===== config.mk =====
export PLATFORM = sky130hd
export DESIGN_NAME = decompressor_unpacker_flat
export DESIGN_NICKNAME = d
export VERILOG_FILES = /design/src/rtl/decompressor_unpacker_if.sv /design/src/rtl/decompressor_unpacker.sv /design/src/flat_wrapper.sv
export SDC_FILE = /design/constraint.sdc
export NUM_CORES = 2
export LEC_CHECK = 0
export CORE_MARGIN = 1
export CORE_UTILIZATION = 50
export DETAILED_ROUTE_END_ITERATION = 6
export GPL_TIMING_DRIVEN = 0
export PLACE_DENSITY_LB_ADDON = 0.08
export SLEW_MARGIN = 30
export SYNTH_ARGS = -nofsm -noshare
export SYNTH_HDL_FRONTEND = slang
export SYNTH_SLANG_ARGS = --single-unit

===== constraint.sdc =====
create_clock -name i_clk -period 17.1 [get_ports i_clk]
set_input_delay 3.42 -clock i_clk [delete_from_list [all_inputs] [get_ports i_clk]]
set_output_delay 3.42 -clock i_clk [all_outputs]
set_load 0.02 [all_outputs]

===== src/rtl/decompressor_unpacker_if.sv =====
`default_nettype none
// ============================================================================
//  Module      : decompressor_unpacker_if
//  Description : Chunk-in / word-pair-out handshake bundle for the unpacker.
//  Revision    : 1.0  initial release
// ============================================================================
interface decompressor_unpacker_if #(
    parameter int WIDTH      = 64,
    parameter int DICT_ENTRY = 16,
    parameter int DICT_WORD  = 32
);
    logic                            i_valid;
    logic                            o_ready;
    logic [WIDTH-1:0]                i_data;
    logic                            i_raw;
    logic                            i_last;
    logic                            o_valid;
    logic                            i_ready;
    logic [WIDTH-1:0]                o_word;
    logic                            o_last;
    logic                            o_err;
    logic [DICT_WORD*DICT_ENTRY-1:0] o_dictionary_data;

    modport slave (
        input  i_valid, i_data, i_raw, i_last, i_ready,
        output o_ready, o_valid, o_word, o_last, o_err, o_dictionary_data
    );

    modport master (
        output i_valid, i_data, i_raw, i_last, i_ready,
        input  o_ready, o_valid, o_word, o_last, o_err, o_dictionary_data
    );
endinterface
`default_nettype wire


===== src/rtl/decompressor_unpacker.sv =====
`default_nettype none
// ============================================================================
//  Module      : decompressor_unpacker
//  Description : Extracts MSB-first variable-length codes from a bit buffer,
//                rebuilds words against a FIFO dictionary, emits word pairs.
//  Revision    : 1.0  initial release
// ============================================================================
module decompressor_unpacker #(
    parameter int WIDTH      = 64,
    parameter int DICT_ENTRY = 16,
    parameter int DICT_WORD  = 32,
    parameter int CACHE_LINE = 128,
    parameter int BUF_WIDTH  = 128
) (
    input  wire logic              i_clk,
    input  wire logic              i_reset,
    decompressor_unpacker_if.slave bus
);
    localparam int              c_WORDS     = CACHE_LINE / DICT_WORD;
    localparam int              c_CW        = $clog2(BUF_WIDTH + 1);
    localparam logic [c_CW-1:0] c_CHUNK     = c_CW'(WIDTH);
    localparam logic [c_CW-1:0] c_ROOM      = c_CW'(BUF_WIDTH - WIDTH);
    localparam logic [1:0]      c_LAST_WORD = 2'(c_WORDS - 1);

    typedef enum logic [1:0] {
        S_IDLE   = 2'd0,
        S_DECODE = 2'd1,
        S_RAW    = 2'd2,
        S_DRAIN  = 2'd3
    } state_t;

    state_t                                r_state, w_state_nxt;
    logic [BUF_WIDTH-1:0]                  r_buf;
    logic [c_CW-1:0]                       r_cnt;
    logic [1:0]                            r_wcnt;
    logic [DICT_WORD-1:0]                  r_hold;
    logic [WIDTH-1:0]                      r_word;
    logic                                  r_valid, r_last, r_err, r_last_seen;
    logic [DICT_ENTRY-1:0][DICT_WORD-1:0]  r_dict;
    logic [3:0]                            r_ptr;

    logic [33:0]          w_head;
    logic [c_CW-1:0]      w_len, w_take, w_keep, w_cnt_nxt;
    logic [DICT_WORD-1:0] w_dec;
    logic                 w_push, w_rsv, w_accept, w_slot, w_append;
    logic                 w_clear, w_err_nxt, w_load, w_load_last, w_hold_en;
    logic                 w_push_en, w_seen_clr;
    logic [WIDTH-1:0]     w_load_word;
    logic [1:0]           w_wcnt_nxt;
    logic [BUF_WIDTH-1:0] w_chunk_ext, w_buf_nxt;

    // Valid bits sit MSB-aligned; bits below the count are always zero.
    assign w_head      = r_buf[BUF_WIDTH-1 -: 34];
    assign w_accept    = bus.i_valid && bus.o_ready;
    assign w_slot      = !r_valid || bus.i_ready;
    assign w_chunk_ext = {bus.i_data, {(BUF_WIDTH-WIDTH){1'b0}}};
    assign w_keep      = r_cnt - w_take;
    assign w_buf_nxt   = (r_buf << w_take) | (w_append ? (w_chunk_ext >> w_keep) : '0);
    assign w_cnt_nxt   = w_keep + (w_append ? c_CHUNK : '0);

    always_comb begin
        w_len  = '0;
        w_dec  = '0;
        w_push = 1'b0;
        w_rsv  = 1'b0;
        case (w_head[33:32])
            2'b00: w_len = c_CW'(2);
            2'b01: begin
                w_len  = c_CW'(34);
                w_dec  = w_head[31:0];
                w_push = 1'b1;
            end
            2'b10: begin
                w_len = c_CW'(6);
                w_dec = r_dict[w_head[31:28]];
            end
            default: begin
                case (w_head[31:30])
                    2'b00: begin
                        w_len  = c_CW'(24);
                        w_dec  = {r_dict[w_head[29:26]][31:16], w_head[25:10]};
                        w_push = 1'b1;
                    end
                    2'b01: begin
                        w_len = c_CW'(12);
                        w_dec = {24'b0, w_head[29:22]};
                    end
                    2'b10: begin
                        w_len  = c_CW'(16);
                        w_dec  = {r_dict[w_head[29:26]][31:8], w_head[25:18]};
                        w_push = 1'b1;
                    end
                    default: begin
                        w_len = c_CW'(4);
                        w_rsv = 1'b1;
                    end
                endcase
            end
        endcase
    end

    always_comb begin
        w_state_nxt = r_state;
        w_take      = '0;
        w_clear     = 1'b0;
        w_err_nxt   = 1'b0;
        w_load      = 1'b0;
        w_load_word = '0;
        w_load_last = 1'b0;
        w_hold_en   = 1'b0;
        w_push_en   = 1'b0;
        w_wcnt_nxt  = r_wcnt;
        w_seen_clr  = 1'b0;
        w_append    = w_accept && (r_state != S_DRAIN);
        case (r_state)
            S_IDLE: begin
                if (w_accept)
                    w_state_nxt = bus.i_raw ? S_RAW : S_DECODE;
            end
            S_DECODE: begin
                if (w_rsv || (r_last_seen && (r_cnt < w_len))) begin
                    w_err_nxt   = 1'b1;
                    w_clear     = 1'b1;
                    w_seen_clr  = 1'b1;
                    w_wcnt_nxt  = '0;
                    w_state_nxt = S_IDLE;
                end else if ((r_cnt >= w_len) && (!r_wcnt[0] || w_slot)) begin
                    w_take     = w_len;
                    w_push_en  = w_push;
                    w_wcnt_nxt = r_wcnt + 2'd1;
                    if (r_wcnt[0]) begin
                        w_load      = 1'b1;
                        w_load_word = {w_dec, r_hold};
                        w_load_last = (r_wcnt == c_LAST_WORD);
                    end else begin
                        w_hold_en = 1'b1;
                    end
                    if (r_wcnt == c_LAST_WORD)
                        w_state_nxt = S_DRAIN;
                end
            end
            S_RAW: begin
                // Raw chunks queue through the buffer so none is lost under backpressure.
                if ((r_cnt >= c_CHUNK) && w_slot) begin
                    w_take      = c_CHUNK;
                    w_load      = 1'b1;
                    w_load_word = r_buf[BUF_WIDTH-1 -: WIDTH];
                    if (r_last_seen && (r_cnt == c_CHUNK)) begin
                        w_load_last = 1'b1;
                        w_seen_clr  = 1'b1;
                        w_state_nxt = S_IDLE;
                    end
                end
            end
            S_DRAIN: begin
                if (r_last_seen) begin
                    w_clear     = 1'b1;
                    w_seen_clr  = 1'b1;
                    w_wcnt_nxt  = '0;
                    w_state_nxt = S_IDLE;
                end
            end
            default: w_state_nxt = S_IDLE;
        endcase
    end

    always_ff @(posedge i_clk) begin
        if (i_reset) r_state <= S_IDLE;
        else         r_state <= w_state_nxt;
    end

    always_ff @(posedge i_clk) begin
        if (i_reset) begin
            r_buf       <= '0;
            r_cnt       <= '0;
            r_wcnt      <= '0;
            r_hold      <= '0;
            r_word      <= '0;
            r_valid     <= 1'b0;
            r_last      <= 1'b0;
            r_err       <= 1'b0;
            r_last_seen <= 1'b0;
            r_dict      <= '0;
            r_ptr       <= '0;
        end else begin
            r_buf  <= w_clear ? '0 : w_buf_nxt;
            r_cnt  <= w_clear ? '0 : w_cnt_nxt;
            r_wcnt <= w_wcnt_nxt;
            r_err  <= w_err_nxt;
            if (w_hold_en) r_hold <= w_dec;
            if (w_load) begin
                r_word  <= w_load_word;
                r_valid <= 1'b1;
                r_last  <= w_load_last;
            end else if (bus.i_ready) begin
                r_valid <= 1'b0;
                r_last  <= 1'b0;
            end
            if (w_seen_clr)                  r_last_seen <= 1'b0;
            else if (w_accept && bus.i_last) r_last_seen <= 1'b1;
            if (w_push_en) begin
                r_dict[r_ptr] <= w_dec;
                r_ptr         <= r_ptr + 4'd1;
            end
        end
    end

    assign bus.o_ready           = (r_cnt <= c_ROOM) && !r_last_seen;
    assign bus.o_valid           = r_valid;
    assign bus.o_word            = r_word;
    assign bus.o_last            = r_last;
    assign bus.o_err             = r_err;
    assign bus.o_dictionary_data = r_dict;
endmodule
`default_nettype wire


===== src/flat_wrapper.sv =====
// flat-port wrapper written by rule: the top's interface ports become plain ports
module decompressor_unpacker_flat 
#(
    parameter int WIDTH      = 64,
    parameter int DICT_ENTRY = 16,
    parameter int DICT_WORD  = 32,
    parameter int CACHE_LINE = 128,
    parameter int BUF_WIDTH  = 128
)
  (i_clk, i_reset, bus_i_valid, bus_i_data, bus_i_raw, bus_i_last, bus_i_ready, bus_o_ready, bus_o_valid, bus_o_word, bus_o_last, bus_o_err, bus_o_dictionary_data);
  decompressor_unpacker_if #(.WIDTH(WIDTH), .DICT_ENTRY(DICT_ENTRY), .DICT_WORD(DICT_WORD)) bus_i ();
  input  wire logic i_clk;
  input  wire logic i_reset;
  input wire logic [$bits(bus_i.i_valid)-1:0] bus_i_valid;
  input wire logic [$bits(bus_i.i_data)-1:0] bus_i_data;
  input wire logic [$bits(bus_i.i_raw)-1:0] bus_i_raw;
  input wire logic [$bits(bus_i.i_last)-1:0] bus_i_last;
  input wire logic [$bits(bus_i.i_ready)-1:0] bus_i_ready;
  output wire logic [$bits(bus_i.o_ready)-1:0] bus_o_ready;
  output wire logic [$bits(bus_i.o_valid)-1:0] bus_o_valid;
  output wire logic [$bits(bus_i.o_word)-1:0] bus_o_word;
  output wire logic [$bits(bus_i.o_last)-1:0] bus_o_last;
  output wire logic [$bits(bus_i.o_err)-1:0] bus_o_err;
  output wire logic [$bits(bus_i.o_dictionary_data)-1:0] bus_o_dictionary_data;
  assign bus_i.i_valid = bus_i_valid;
  assign bus_i.i_data = bus_i_data;
  assign bus_i.i_raw = bus_i_raw;
  assign bus_i.i_last = bus_i_last;
  assign bus_i.i_ready = bus_i_ready;
  assign bus_o_ready = bus_i.o_ready;
  assign bus_o_valid = bus_i.o_valid;
  assign bus_o_word = bus_i.o_word;
  assign bus_o_last = bus_i.o_last;
  assign bus_o_err = bus_i.o_err;
  assign bus_o_dictionary_data = bus_i.o_dictionary_data;
  decompressor_unpacker #(.WIDTH(WIDTH), .DICT_ENTRY(DICT_ENTRY), .DICT_WORD(DICT_WORD), .CACHE_LINE(CACHE_LINE), .BUF_WIDTH(BUF_WIDTH)) u_core (.i_clk(i_clk), .i_reset(i_reset), .bus(bus_i));
endmodule

==> flow_metrics.env, run 1 <==
export IMPL_outcome="stopped before the end"
export IMPL_lastStage="global routing"
export IMPL_firstError="[ERROR GRT-0116] Global routing finished with congestion. Check the congestion regions in the DRC Viewer."
export IMPL_cts_buffers=82
export IMPL_netlist_top_cells_count="nor2_1, dfxtp_1, nor3_1"
export IMPL_syn_inst=5597
export IMPL_placed_cells=7491
export IMPL_fp_dieW_um=307
export IMPL_post_synth_top_area_cell="dfxtp_1"
export IMPL_clock_sinks=755
export IMPL_cts_hold_buf=0
export IMPL_syn_area_um2=46400
export IMPL_post_cts_buffers=0
export IMPL_h_tree_depth=3
export IMPL_grt_pass1_vias=61000
export IMPL_gp_congestion=1.36
export IMPL_synth_avg_cell_area_um2=8.30
export IMPL_async_flop_share=0
export IMPL_initial_core_util=0.506
export IMPL_rows=111
export IMPL_port_buffers=648
export IMPL_grt_pass1_wl_um=488000
export IMPL_cts_max_path_buffers=3
export IMPL_ys_types=104
export IMPL_grt_overflow=81
export IMPL_io_pins=650
export IMPL_ys_top_cells_by_area="dfxtp_1, mux4_2, nor2_1, nor3_1, nand2_1"
export IMPL_synth_top_area_frac=0.325
export IMPL_ctsResizeCount=0
export IMPL_synth_most_common_cell="nor2_1"
export IMPL_grt_start_max_net_pins=14
export IMPL_synth_ff_latch_count=755
export IMPL_dp_hpwl_um=248000
export IMPL_yosys_warnings=0
export IMPL_grt_total_usage=0.728
export IMPL_ys_seq_area_frac=0.325
export IMPL_synth_edf_count=0
export IMPL_die_height_um=307
export IMPL_syn_num_nets=5690
export IMPL_synthFlopType="dfxtp_1"
export IMPL_cts_root_buf="clkbuf_16"
-- per-layer routing --
layer,track usage,overflow
met4,0.717,38
met5,0.286,0
met2,0.918,33
met1,0.724,2
met3,0.551,8
-- kinds of logic after synthesis --
family,count (synthesis),synth area share
AND/OR/NAND/NOR,2392,0.220
AO/OA/AOI/OAI,1294,0.195
flip-flops,755,0.325
buffers and inverters,645,0.0605
multiplexers,478,0.190
adder cells (fa/ha/maj),23,0.00636
XOR/XNOR,10,0.00189
-- per-stage QoR --
stage | utilization | instance area, um^2 | hold WS (ns) | setup WS, ns
floorplan | - | 46400 | 0.436 | 9.75
global placement | 0.593 | 54500 | 0.443 | 5.95
detailed placement | 0.595 | 54600 | 0.456 | 6.07
CTS | 0.625 | 57400 | 0.464 | 6.75
==> run 2: changes to the inputs <==
--- a/config.mk
+++ b/config.mk
@@ -6,10 +6,10 @@
 export NUM_CORES = 2
 export LEC_CHECK = 0
 export CORE_MARGIN = 1
-export CORE_UTILIZATION = 50
+export CORE_UTILIZATION = 35
 export DETAILED_ROUTE_END_ITERATION = 6
 export GPL_TIMING_DRIVEN = 0
-export PLACE_DENSITY_LB_ADDON = 0.08
+export PLACE_DENSITY_LB_ADDON = 0.15
 export SLEW_MARGIN = 30
 export SYNTH_ARGS = -nofsm -noshare
 export SYNTH_HDL_FRONTEND = slang
==> run 2 against run 1 <==
Synthesized cell count did not move. Synthesized area is the same. The flow now finishes, with violations (design-rule violations).
==> flow_metrics.env, run 2 <==
export IMPL_synth_top_area_frac=0.325
export IMPL_async_flop_share=0
export IMPL_ff2ff_path_depth=28
export IMPL_drt_first_iter_violations=10500
export IMPL_initial_core_util=0.353
export IMPL_cts_hold_buf=0
export IMPL_yosys_warnings=0
export IMPL_ys_types=104
export IMPL_fp_dieW_um=366
export IMPL_nets=6442
export IMPL_syn_area_um2=46400
export IMPL_min_path_cells=2
export IMPL_dp_hpwl_um=299000
export IMPL_grt_start_max_net_pins=14
export IMPL_synthAdderAreaFrac=0.00636
export IMPL_clock_sinks=755
export IMPL_timing_final_crit_share=0.641
export IMPL_finalSetupTns_ns=0
export IMPL_tritoncts="done"
export IMPL_crit_path_max_fanout=11
export IMPL_hold_end="u_core.r_wcnt[1]$_SDFFE_PP0P_"
export IMPL_vias=58300
export IMPL_grt_total_usage=0.547
export IMPL_fin_cells=8208
export IMPL_wl_um=381000
export IMPL_syn2layout_area_growth_pct=26.6
export IMPL_synth_avg_cell_area_um2=8.30
export IMPL_cts_buffers=89
export IMPL_critPathBufInv=8
export IMPL_r2r_slack_ns=6.30
export IMPL_slew_violations=0
export IMPL_syn_inst=5597
export IMPL_critical_path_top_delay_family="buffers and inverters"
export IMPL_synthSimpleGateAreaFrac=0.220
export IMPL_r2r_end="u_core.r_buf[10]$_SDFF_PP0_"
export IMPL_setup_viol=0
export IMPL_mostFrequentLayoutCells="nor2_1, dfxtp_1, clkdlybuf4s50_1"
export IMPL_crit_path_cell_trace="clkdlybuf4s50_1 -> and3b_1 -> nor3_2 -> o21ai_4 -> inv_2 -> buf_4 -> buf_2 -> buf_2 -> ha_1 -> fa_1 -> nand2b_1 -> a21oi_1 -> xnor2_1 -> clkbuf_1 -> clkbuf_1 -> clkbuf_1 -> o21ai_0 -> o21ai_0 -> a21oi_1"
export IMPL_post_synth_top_area_cell="dfxtp_1"
export IMPL_cp_start_kind="primary input"
export IMPL_grt_pass1_wl_um=499000
export IMPL_cts_max_path_buffers=3
export IMPL_slowest_stage="o21ai_0"
export IMPL_synth_edf_count=0
export IMPL_p_sw_w=0.00589
export IMPL_vdd_drop_max_mv=0.102
export IMPL_grt_antenna_before_repair=40
export IMPL_hold_violations=0
export IMPL_synth_most_common_cell="nor2_1"
export IMPL_worstPathRequired_ns=17.64
export IMPL_grt_setup_unrepaired="false"
export IMPL_ctsResizeCount=0
export IMPL_route_detailed_drc=1
export IMPL_cap_violations=0
export IMPL_regToRegStartpoint="u_core.r_buf[125]$_SDFF_PP0_"
export IMPL_worst_pin_slew_ns=1.20
export IMPL_power_frac_comb=0.565
export IMPL_worstHoldPathType="register to register"
export IMPL_pwr_share_clk=0.204
export IMPL_synth_xor_area_frac=0.00189
export IMPL_synth_ff_latch_count=755
export IMPL_post_cts_buffers=0
export IMPL_sw_frac_of_total=0.558
export IMPL_clk_pin_slew_ns=0.06
export IMPL_first_pass_iters=7
export IMPL_p_per_area_nw_per_um2=179
export IMPL_ys_top_cells_by_area="dfxtp_1, mux4_2, nor2_1, nor3_1, nand2_1"
export IMPL_muxShareOfSynthArea=0.190
export IMPL_crit_top_cell="clkbuf_1"
export IMPL_rows=133
export IMPL_ys_seq_area_frac=0.325
export IMPL_gp_congestion=1.15
export IMPL_place_area_um2=55400
export IMPL_wl_per_cell_um=46.4
export IMPL_final_common_cell="nor2_1"
export IMPL_pwr_share_seq=0.231
export IMPL_drive_gt1_frac=0.144
export IMPL_cp_arrival_ns=11.49
export IMPL_ant_nets=0
export IMPL_cts_root_buf="clkbuf_16"
export IMPL_finalClockSkew_ns=0.0719
export IMPL_p_int_w=0.00466
export IMPL_die_area_um2=134000
export IMPL_synthFlopType="dfxtp_1"
export IMPL_core_um2=132000
export IMPL_syn_num_nets=5690
export IMPL_min_from="u_core.r_wcnt[1]$_SDFFE_PP0P_"
export IMPL_p_leak_nw=21.0
export IMPL_finalInstanceArea_um2=58800
export IMPL_synth_compound_area_share=0.195
export IMPL_grt_overflow=0
export IMPL_grt_pass1_vias=53700
export IMPL_crit_type="primary input to register"
export IMPL_io_pins=650
export IMPL_port_buffers=648
export IMPL_worst_slew_margin_rel=0.202
export IMPL_post_drt_via_cell_ratio=7.10
export IMPL_endpoint_kind="register"
export IMPL_violations="design-rule violations"
export IMPL_h_tree_depth=3
export IMPL_largest_reg_flops=512
export IMPL_outcome="finished, violations left"
export IMPL_worstSkewPairLatency_ns=0.77
export IMPL_fmax_mhz=91.3
export IMPL_crit_path_start="bus_i_ready"
export IMPL_setup_ws_ns=6.15
export IMPL_die_height_um=366
export IMPL_netlist_top_cells_count="nor2_1, dfxtp_1, nor3_1"
export IMPL_placed_cells=8011
export IMPL_min_period_ns=10.95
export IMPL_max_stage_delay_ns=0.76
export IMPL_synth_top_family_by_area="simple AND/OR/NAND/NOR gates"
export IMPL_pre_cts_slack_ns=5.81
export IMPL_postLayoutCoreUtil=0.447
-- run 2: how the worst max path moves through the flow --
| stage | end | cells past startpoint |
|---|---|---|
| after floorplan | u_core.r_buf[52]$_SDFF_PP0_ | 19 |
| after global placement | u_core.r_buf[44]$_SDFF_PP0_ | 17 |
| after detailed placement | u_core.r_buf[110]$_SDFF_PP0_ | 20 |
| after CTS | u_core.r_buf[110]$_SDFF_PP0_ | 20 |
| after global routing | u_core.r_buf[10]$_SDFF_PP0_ | 20 |
| final | u_core.r_buf[44]$_SDFF_PP0_ | 19 |
-- run 2: logic make-up after synthesis --
kind of cell | after synthesis
xor+xnor | 10
buf+inv | 645
flops | 755
mux | 478
compound gates | 1294
fa+ha+maj | 23
simple gates | 2392
-- run 2: power by group through the flow --
stage               Combinational (W)  Clock, W  Sequential [W]
CTS                           0.00546   0.00212         0.00237
global route                  0.00583   0.00220         0.00238
global placement              0.00543         0         0.00242
finish                        0.00596   0.00215         0.00244
detailed placement            0.00544         0         0.00241
floorplan                     0.00286         0         0.00211
-- run 2: final cells by class --
class                   count  area, um^2
well taps                1755        2200
flip-flops and latches    755       15100
plain buffers             582        2630
multi-input cells        4197       28700
diodes                     33        82.6
clock buffers             114        2490
fillers                 13200       72800
repair buffers            661        6620
clock inverters            48         683
inverters                  63         236
-- run 2: worst register-to-register path: cells and delay by family, from the launching register on --
kind,cells,cell delay [ns]
fa+ha+maj,3,1.31
compound gates,6,2.57
mux,1,0.38
simple gates,6,1.27
buf+inv,12,4.60
flops,1,0.52
-- run 2: per-layer routing --
layer,share of wire,GRT usage
met4,0.13,0.563
met5,0.00048,0.00285
met1,0.32,0.580
met3,0.13,0.214
met2,0.42,0.809
-- run 2: metrics by stage --
step / hold WS (ns) / total power [W]
floorplan: 0.436 / 0.00497
global placement: 0.445 / 0.00785
detailed placement: 0.455 / 0.00785
CTS: 0.474 / 0.00995
global route: 0.487 / 0.0104
finish: 0.485 / 0.0105
No activity file was read; power rests on OpenSTA's default activity.
